[src/rtl/load_imm_ext_pkg.sv]
// ---------------------------------------------------------------------------
// load_imm_ext_pkg
// Shared definitions for the load/immediate extension unit.
//   mode_t       : 3-bit operation select carried on in_mode
//   MODE_*       : operation encodings (load lanes and immediate forms)
//   clog2()      : elaboration-time log2, used to size the byte-offset field
// ---------------------------------------------------------------------------
package load_imm_ext_pkg;

  typedef logic [2:0] mode_t;

  // Load-lane operations (byte offset taken from in_off)
  localparam mode_t MODE_SB    = 3'd0;  // sign-extended byte
  localparam mode_t MODE_SH    = 3'd1;  // sign-extended halfword
  localparam mode_t MODE_W     = 3'd2;  // full datapath word
  // Immediate operations (in_off ignored)
  localparam mode_t MODE_IMM_S = 3'd3;  // sign-extended immediate
  // Zero-extending load lanes
  localparam mode_t MODE_ZB    = 3'd4;  // zero-extended byte
  localparam mode_t MODE_ZH    = 3'd5;  // zero-extended halfword
  // More immediate operations
  localparam mode_t MODE_IMM_Z = 3'd6;  // zero-extended immediate
  localparam mode_t MODE_IMM_U = 3'd7;  // upper (LUI-style) immediate

  // Ceiling log2 for positive values; clog2(1) = 0.
  function automatic int clog2(input int value);
    int result;
    int v;
    result = 0;
    v      = value - 1;
    while (v > 0) begin
      result = result + 1;
      v      = v >> 1;
    end
    return result;
  endfunction

endpackage

[src/rtl/load_imm_ext_ext_core.sv]
// ---------------------------------------------------------------------------
// load_imm_ext_ext_core
// Purely combinational decode + extension datapath.
//   mode   : operation select (mode_t)
//   off    : byte offset of the load within the word
//   data   : memory word, or immediate in data[IMM_WIDTH-1:0]
//   err    : misaligned access (halfword on odd offset, word on nonzero offset)
//   result : extended value; forced to zero whenever err is set
// ---------------------------------------------------------------------------
module load_imm_ext_ext_core
  import load_imm_ext_pkg::*;
#(
  parameter int  DATA_WIDTH = 32,
  parameter int  IMM_WIDTH  = 16,
  localparam int OFF_WIDTH  = clog2(DATA_WIDTH / 8)
) (
  input  mode_t                 mode,
  input  logic [OFF_WIDTH-1:0]  off,
  input  logic [DATA_WIDTH-1:0] data,
  output logic                  err,
  output logic [DATA_WIDTH-1:0] result
);

  // Little-endian lane pick: byte lane k lives at data[8k+7:8k]; the
  // halfword lane index drops the low offset bit.
  logic [OFF_WIDTH+2:0]  byte_pos;
  logic [OFF_WIDTH+2:0]  half_pos;
  logic [7:0]            lane_b;
  logic [15:0]           lane_h;
  logic [DATA_WIDTH-1:0] imm_s;
  logic [DATA_WIDTH-1:0] imm_z;
  logic [DATA_WIDTH-1:0] imm_u;

  assign byte_pos = {off, 3'b000};
  assign half_pos = {off[OFF_WIDTH-1:1], 4'b0000};
  assign lane_b   = data[byte_pos +: 8];
  assign lane_h   = data[half_pos +: 16];

  assign imm_s = {{(DATA_WIDTH-IMM_WIDTH){data[IMM_WIDTH-1]}}, data[IMM_WIDTH-1:0]};
  assign imm_z = {{(DATA_WIDTH-IMM_WIDTH){1'b0}}, data[IMM_WIDTH-1:0]};

  // Upper immediate: on a 32-bit datapath the immediate fills the top bits.
  // On a 64-bit datapath it behaves like MIPS64 LUI: shift left by 16 into a
  // 32-bit value, then sign-extend from bit 31.
  generate
    if (DATA_WIDTH == 32) begin : g_upper32
      assign imm_u = {data[IMM_WIDTH-1:0], {(DATA_WIDTH-IMM_WIDTH){1'b0}}};
    end else begin : g_upper64
      logic [31:0] upper32;
      if (IMM_WIDTH >= 16) begin : g_wide_imm
        assign upper32 = {data[15:0], 16'h0000};
      end else begin : g_narrow_imm
        assign upper32 = {{(16-IMM_WIDTH){1'b0}}, data[IMM_WIDTH-1:0], 16'h0000};
      end
      assign imm_u = {{(DATA_WIDTH-32){upper32[31]}}, upper32};
    end
  endgenerate

  always_comb begin
    err    = 1'b0;
    result = '0;
    case (mode)
      MODE_SB: result = {{(DATA_WIDTH-8){lane_b[7]}}, lane_b};
      MODE_ZB: result = {{(DATA_WIDTH-8){1'b0}}, lane_b};
      MODE_SH: begin
        if (off[0]) err = 1'b1;
        else        result = {{(DATA_WIDTH-16){lane_h[15]}}, lane_h};
      end
      MODE_ZH: begin
        if (off[0]) err = 1'b1;
        else        result = {{(DATA_WIDTH-16){1'b0}}, lane_h};
      end
      MODE_W: begin
        if (off != '0) err = 1'b1;
        else           result = data;
      end
      MODE_IMM_S: result = imm_s;
      MODE_IMM_Z: result = imm_z;
      MODE_IMM_U: result = imm_u;
      default: begin
        err    = 1'b0;
        result = '0;
      end
    endcase
  end

endmodule

[src/rtl/load_imm_ext.sv]
// ---------------------------------------------------------------------------
// load_imm_ext
// Registered multi-mode extension unit: immediate extension (sign / zero /
// upper) and load-lane extraction with sign or zero extension.
//
// Ports:
//   clk, rst_n            : clock, asynchronous active-low reset
//   in_valid / in_ready   : input handshake (in_ready is a register)
//   in_mode, in_off       : operation select and byte offset
//   in_data               : memory word or immediate (low IMM_WIDTH bits)
//   out_valid / out_ready : output handshake
//   out_data, out_err     : extended result and misalignment flag,
//                           both qualified by out_valid
//
// Handshake: a transfer happens on a rising edge where valid && ready are
// both high. A producer holding valid keeps its payload stable until the
// transfer; this unit holds out_data/out_err stable while
// out_valid && !out_ready. in_valid may wait on in_ready; in_ready never
// depends combinationally on out_ready.
//
// Storage is an output register plus a one-entry skid register. in_ready is
// the registered "skid empty" flag, so a word accepted during a stall always
// has somewhere to go. Result latency is one cycle; throughput one per cycle.
// ---------------------------------------------------------------------------
module load_imm_ext
  import load_imm_ext_pkg::*;
#(
  parameter int  DATA_WIDTH = 32,
  parameter int  IMM_WIDTH  = 16,
  localparam int OFF_WIDTH  = clog2(DATA_WIDTH / 8)
) (
  input  logic                  clk,
  input  logic                  rst_n,
  input  logic                  in_valid,
  output logic                  in_ready,
  input  mode_t                 in_mode,
  input  logic [OFF_WIDTH-1:0]  in_off,
  input  logic [DATA_WIDTH-1:0] in_data,
  output logic                  out_valid,
  input  logic                  out_ready,
  output logic [DATA_WIDTH-1:0] out_data,
  output logic                  out_err
);

  // Combinational extension of the incoming word
  logic                  core_err;
  logic [DATA_WIDTH-1:0] core_data;

  load_imm_ext_ext_core #(
    .DATA_WIDTH (DATA_WIDTH),
    .IMM_WIDTH  (IMM_WIDTH)
  ) u_core (
    .mode   (in_mode),
    .off    (in_off),
    .data   (in_data),
    .err    (core_err),
    .result (core_data)
  );

  // Skid register state
  logic                  skid_valid;
  logic [DATA_WIDTH-1:0] skid_data;
  logic                  skid_err;

  // Next-state values
  logic                  out_valid_nx;
  logic [DATA_WIDTH-1:0] out_data_nx;
  logic                  out_err_nx;
  logic                  skid_valid_nx;
  logic [DATA_WIDTH-1:0] skid_data_nx;
  logic                  skid_err_nx;
  logic                  in_ready_nx;

  logic in_fire;
  logic out_free;

  assign in_fire  = in_valid && in_ready;
  // Output register can take a new entry this edge if empty or draining
  assign out_free = !out_valid || out_ready;

  always_comb begin
    out_valid_nx  = out_valid;
    out_data_nx   = out_data;
    out_err_nx    = out_err;
    skid_valid_nx = skid_valid;
    skid_data_nx  = skid_data;
    skid_err_nx   = skid_err;

    if (out_free) begin
      if (skid_valid) begin
        // Oldest entry is in the skid; move it forward. in_ready was low,
        // so no new word arrives on this edge.
        out_valid_nx  = 1'b1;
        out_data_nx   = skid_data;
        out_err_nx    = skid_err;
        skid_valid_nx = 1'b0;
      end else if (in_fire) begin
        out_valid_nx = 1'b1;
        out_data_nx  = core_data;
        out_err_nx   = core_err;
      end else begin
        out_valid_nx = 1'b0;
      end
    end else if (in_fire) begin
      // Output is stalled: park the new word in the skid register
      skid_valid_nx = 1'b1;
      skid_data_nx  = core_data;
      skid_err_nx   = core_err;
    end

    in_ready_nx = !skid_valid_nx;
  end

  always_ff @(posedge clk or negedge rst_n) begin
    if (!rst_n) begin
      out_valid  <= 1'b0;
      out_data   <= '0;
      out_err    <= 1'b0;
      skid_valid <= 1'b0;
      skid_data  <= '0;
      skid_err   <= 1'b0;
      in_ready   <= 1'b1;
    end else begin
      out_valid  <= out_valid_nx;
      out_data   <= out_data_nx;
      out_err    <= out_err_nx;
      skid_valid <= skid_valid_nx;
      skid_data  <= skid_data_nx;
      skid_err   <= skid_err_nx;
      in_ready   <= in_ready_nx;
    end
  end

endmodule

[config.mk]
export PLATFORM = sky130hd
export DESIGN_NAME = load_imm_ext
export DESIGN_NICKNAME = d
export VERILOG_FILES = /design/src/rtl/load_imm_ext_pkg.sv /design/src/rtl/load_imm_ext_ext_core.sv /design/src/rtl/load_imm_ext.sv
export SDC_FILE = /design/constraint.sdc
export NUM_CORES = 1
export LEC_CHECK = 0
export BUFFER_PORTS_ARGS = -buffer_cell sky130_fd_sc_hd__buf_2
export CAP_MARGIN = 20
export CORE_MARGIN = 2
export CORE_UTILIZATION = 45
export CTS_CLUSTER_DIAMETER = 120
export DETAILED_ROUTE_END_ITERATION = 10
export GPL_ROUTABILITY_DRIVEN = 0
export GPL_TIMING_DRIVEN = 0
export PLACE_DENSITY = 0.67
export SYNTH_ARGS = -nofsm -noshare
export SYNTH_HDL_FRONTEND = slang
export SYNTH_HIERARCHICAL = 1
export SYNTH_SLANG_ARGS = --single-unit
[constraint.sdc]
create_clock -name clk -period 1.85 [get_ports clk]
set_clock_uncertainty 0.1 [all_clocks]
set_input_delay 0.0925 -clock clk [delete_from_list [all_inputs] [get_ports clk]]
set_output_delay 0.0925 -clock clk [all_outputs]
set_load 0.005 [all_outputs]
=== Word level (Yosys, flattened, before mapping) ===
Index checks and enable logic that the tools add are counted.

* Logic and storage cells: 42
* Bits of input ports: 41
* Register bits: 69

* Bitwise operators: 1
* Shift-type cells: 2
* Multiplexer cells: 15
* Equality and inequality tests: 7
* Reductions and logical operators: 10

{| class="wikitable"
|+ Operator list
! operator !! count
|-
| $pmux W32 S8 || 1
|-
| $mux W32 || 4
|-
| $shiftx A32 B6 Y16 || 1
|-
| $shiftx A32 B6 Y8 || 1
|-
| $mux W16 || 1
|-
| $eq A3 B3 Y1 const B || 4
|-
| $mux W1 || 8
|-
| $eq A3 B2 Y1 const B || 2
|-
| $reduce_and A2 Y1 || 2
|-
| $reduce_bool A2 Y1 || 2
|-
| $eq A3 B1 Y1 const B || 1
|-
| $logic_not A3 Y1 || 1
|-
| $logic_not A1 Y1 || 2
|-
| $pmux W1 S2 || 1
|-
| $reduce_or A2 Y1 || 1
|-
| $logic_and A1 B1 Y1 || 1
|-
| $logic_or A1 B1 Y1 || 1
|-
| $not A1 Y1 || 1
|}

=== Logic depth before layout (Yosys ltp) ===
* Depth in word-level cells: 5
* Gate-level depth with buffers: 8

=== Cells and area by module ===
Netlist, hierarchy kept.

{| class="wikitable"
|+ By module, submodules not included
! module !! sequential area each (sq um) !! instances !! area an instance (sq um) !! cells an instance
|-
| load_imm_ext || 1727.9 || 1 || 3244.4 || 186
|-
| load_imm_ext_ext_core || 0.0 || 1 || 772.0 || 100
|}

=== Worst setup path before layout ===
OpenSTA, ideal clock, no wires.

* Kind: input -> register
* Start point: input in_off[0]
* End point: register out_data[19]
* Stages: 8
* Setup time: 125 ps
* Setup slack: -223 ps
* Arrival time: 1848 ps
* Required time: 1625 ps
* Path buffers: 2
* Path through: buf_6 mux4_2 nand2_2 a31oi_4 buf_6 a221o_1 mux2_2 mux2_2

* Cells in the longest elaborated chain, start to end: 5

{| class="wikitable"
|+ Ends and longest elaborated chain
! what !! line !! text
|-
| from (decl) || load_imm_ext.sv:37 || <nowiki>input logic [OFF_WIDTH-1:0] in_off,</nowiki>
|-
| branches (longest 2 deep; another with $shiftx A32 B6 Y8) || -- ||
|-
| $pmux W32 S8 (*) || load_imm_ext_ext_core.sv:62 || <nowiki>case (mode)</nowiki>
|-
| via core_data[19] || load_imm_ext.sv:47 || <nowiki>logic [DATA_WIDTH-1:0] core_data;</nowiki>
|-
| $mux W32 (*) || load_imm_ext.sv:97 || <nowiki>end else if (in_fire) begin</nowiki>
|-
| $mux W32 (*) || load_imm_ext.sv:90 || <nowiki>if (skid_valid) begin</nowiki>
|-
| to (signal assigned) || load_imm_ext.sv:125 || <nowiki>out_data <= out_data_nx;</nowiki>
|-
| to (decl) || load_imm_ext.sv:41 || <nowiki>output logic [DATA_WIDTH-1:0] out_data,</nowiki>
|}

Mark *: on every way through the listed nets, which the timed path passes. The select of a mux whose other input is x is not followed.
A chain may end at the register's enable or synchronous reset.

=== Worst setup path in the final report ===
* Start point: input in_off[0]
* End point: register out_data[24]

The elaborated chain is that of the path after synthesis.

==> flow_summary.ini <==
[cts]
numCtsBuffers = 9
cts-htree-levels = 3
cts_root_buf = clkbuf_8
clock_latency_ns = 0.33
cts_tree = built
clk_pin_slew_ns = 0.07
cts_sinks = 69
cts_buffer_depth = 2

[outcome]
status = finished, violations left
violations = negative setup slack

[finish]
fin_cells = 498
antenna-diode-count = 0
fillers = 768
fin_area_mm2 = 0.004920
layout_commonest_cell = buf_2
nets = 426
final_core_util_pct = 56.69
layout-drive-gt1-share_pct = 60.51
most-common-layout-cells = buf_2, mux2_4, dfrtp_1, mux2_2
syn_to_final_growth_pct = 22.49

[worst_setup_path]
r2r_setup_slack_ns = 0.13
worstPathMaxFanout = 5
r2r-end = out_data[31]
endpoint_kind = flip-flop
crit_chain = buf_8 -> buf_12 -> mux4_2 -> nand2_4 -> a31oi_4 -> buf_6 -> a221o_1 -> mux2_4 -> mux2_4
cp_slowest_cell = mux4_2
rr_worst_depth = 4
path_class = input port to flip-flop
reg2reg_from = in_ready
crit_arrival_ns = 2.02
worstPathRequired_ns = 1.97
slowest_delay_ns = 0.51
cp-start-kind = input port
cpMostUsedCell = mux2_4

[detailed_routing]
drtIter0Drc = 233
drc_errors = 0
first_pass_iters = 4
final_antenna_net_count = 0
route.vias.total = 2777
avgViaCountPerCell = 5.576
routedWlPerCell_um = 18.67
wirelength_um = 9300

[floorplan]
die_h_um = 98.48
row_count = 34
io_pins = 76
initial_core_util_pct = 46.28
core_mm2 = 0.008678
fp.dieArea_mm2 = 0.009697
die_x_um = 98.48

[yosys]
synth_ff_type = dfrtp_1
ys_warn_count = 6
synthCells = 286
ys_ff_latch = 69
syn_avg_cell_area_um2 = 14.04
seq_area_frac_synth_pct = 43.02
async_flop_share_pct = 100.0
synth_edf_count = 0
synth_cell_types = 38
netlist_area_mm2 = 0.004016
syn_nets = 327

[place]
portBuffers = 74
dp_hpwl_um = 6496
dpl_cell_area_mm2 = 0.004537
dp.cells = 468
dpl_worst_slack_ns = -0.5131

[sta]
layout_min_cycle_time_ns = 1.898
finalSetupViolCount = 11
rsz0062_at_grt = true
worst_pin_slew_ns = 0.8825
finalSetupTns_ns = -0.2480
drv_slew = 0
hold_ws_ns = 0.06508
fmax_mhz = 526.7
hold_viol = 0
slew_headroom_pct = 41.17
post-route-period-util_pct = 102.6
worst_slack_ns = -0.04844

[power_and_ir_drop]
vdd_drop_max_mv = 0.5045
power_mw = 4.909
p_leak_nw = 2.544
powerDensity_mw_per_mm2 = 997.9

[global_route]
track_usage_pct = 19.71
grt_overflow = 0
grt_pass1_vias = 2869
grt_antenna_before_repair = 0
grt_pass1_wl_um = 15010
grt_max_degree = 70

[hold_path]
min-delay-start = in_data[18]
hold_end = skid_data[2]
hold_path_class = input port to flip-flop
min_delay_path_depth = 3

[flow_run]
drv_cap = 0
worst max-delay path: cells and delay by family:
kind / cells / cell delay (ns)
mux: 3 / 1.04
compound gates: 2 / 0.44
buf+inv: 3 / 0.33
simple gates: 1 / 0.11
cells by family (layout without fill, tap and decap cells):
kind of cell | Yosys count | in the layout | synth area share (%)
mux | 109 | 109 | 36.79
flops | 69 | 69 | 43.02
simple gates | 47 | 47 | 6.916
compound gates | 39 | 39 | 8.910
buf+inv | 22 | 126 | 4.361
synth_stat cells, types with 2 or more instances:
cell type / instances / area share (%)
a21oi_1: 3 / 0.37
mux2_2: 39 / 11
buf_2: 5 / 0.62
mux2_4: 60 / 22
buf_4: 3 / 0.56
or2_2: 2 / 0.31
mux2i_1: 7 / 1.7
nand3_1: 3 / 0.37
dfrtp_1: 68 / 42
buf_6: 10 / 2.8
nand2_1: 19 / 1.8
and3_1: 2 / 0.31
nor3b_2: 2 / 0.62
clkbuf_1: 3 / 0.28
mux4_2: 3 / 1.7
nand2b_1: 3 / 0.47
a22oi_1: 8 / 1.5
nor2_1: 8 / 0.75
a221o_1: 19 / 4.7
timing repair:
action | 4_1_cts | 5_1_grt
pin swaps | 1 | 0
endpoints found under the hold margin | 71 | 0
hold buffers | 3 | 0
gates cloned | 1 | 0
buffers inserted | 4 | 7
gates resized for setup | 7 | 12
endpoints found under the setup margin | 10 | 19
power breakdown:
| group | total (mW) | internal, mW | leakage [nW] | switching (mW) |
|---|---|---|---|---|
| clock network | 1.21 | 0.651 | 0.103 | 0.557 |
| logic | 1.57 | 1.00 | 1.55 | 0.571 |
| registers | 2.13 | 1.91 | 0.889 | 0.216 |
| total | 4.91 | 3.57 | 2.54 | 1.34 |
layer usage:
metal,track usage [%],share of wire (%)
met5,0,0
met4,4.320,1.1
met3,4.397,5.4
met2,31.55,48
met1,27.71,45
state kept, by name (all words and copies together), names as in the netlist:
name / count
skid_data: 32
in_ready: 1
out_valid: 1
skid_valid: 1
skid_err: 1
out_data: 32
out_err: 1
cell type report:
class / count / area [um2] / area share [%]
multi-input combinational: 195 / 2162 / 43.95
tap: 108 / 135.1 / 2.747
timing repair buffer: 88 / 511.7 / 10.40
sequential: 69 / 1728 / 35.12
inverter: 1 / 3.754 / 0.07630
buffer: 21 / 187.7 / 3.815
clock inverter: 5 / 50.05 / 1.017
clock buffer: 11 / 141.4 / 2.874
worst max path at each step:
| stage | end | depth (start not counted) | startpoint | slack (ns) |
|---|---|---|---|---|
| 2_1_floorplan | out_data[19] | 8 | in_off[0] | -0.21 |
| 3_3_place_gp | out_data[24] | 9 | in_off[0] | -0.48 |
| 3_5_place_dp | out_data[17] | 9 | in_off[0] | -0.51 |
| 4_1_cts | out_data[24] | 9 | in_off[0] | -0.02 |
| 5_1_grt | out_data[17] | 9 | in_off[0] | -0.07 |
| 6_report | out_data[24] | 9 | in_off[0] | -0.05 |
Power figures use the tool's default switching activity.
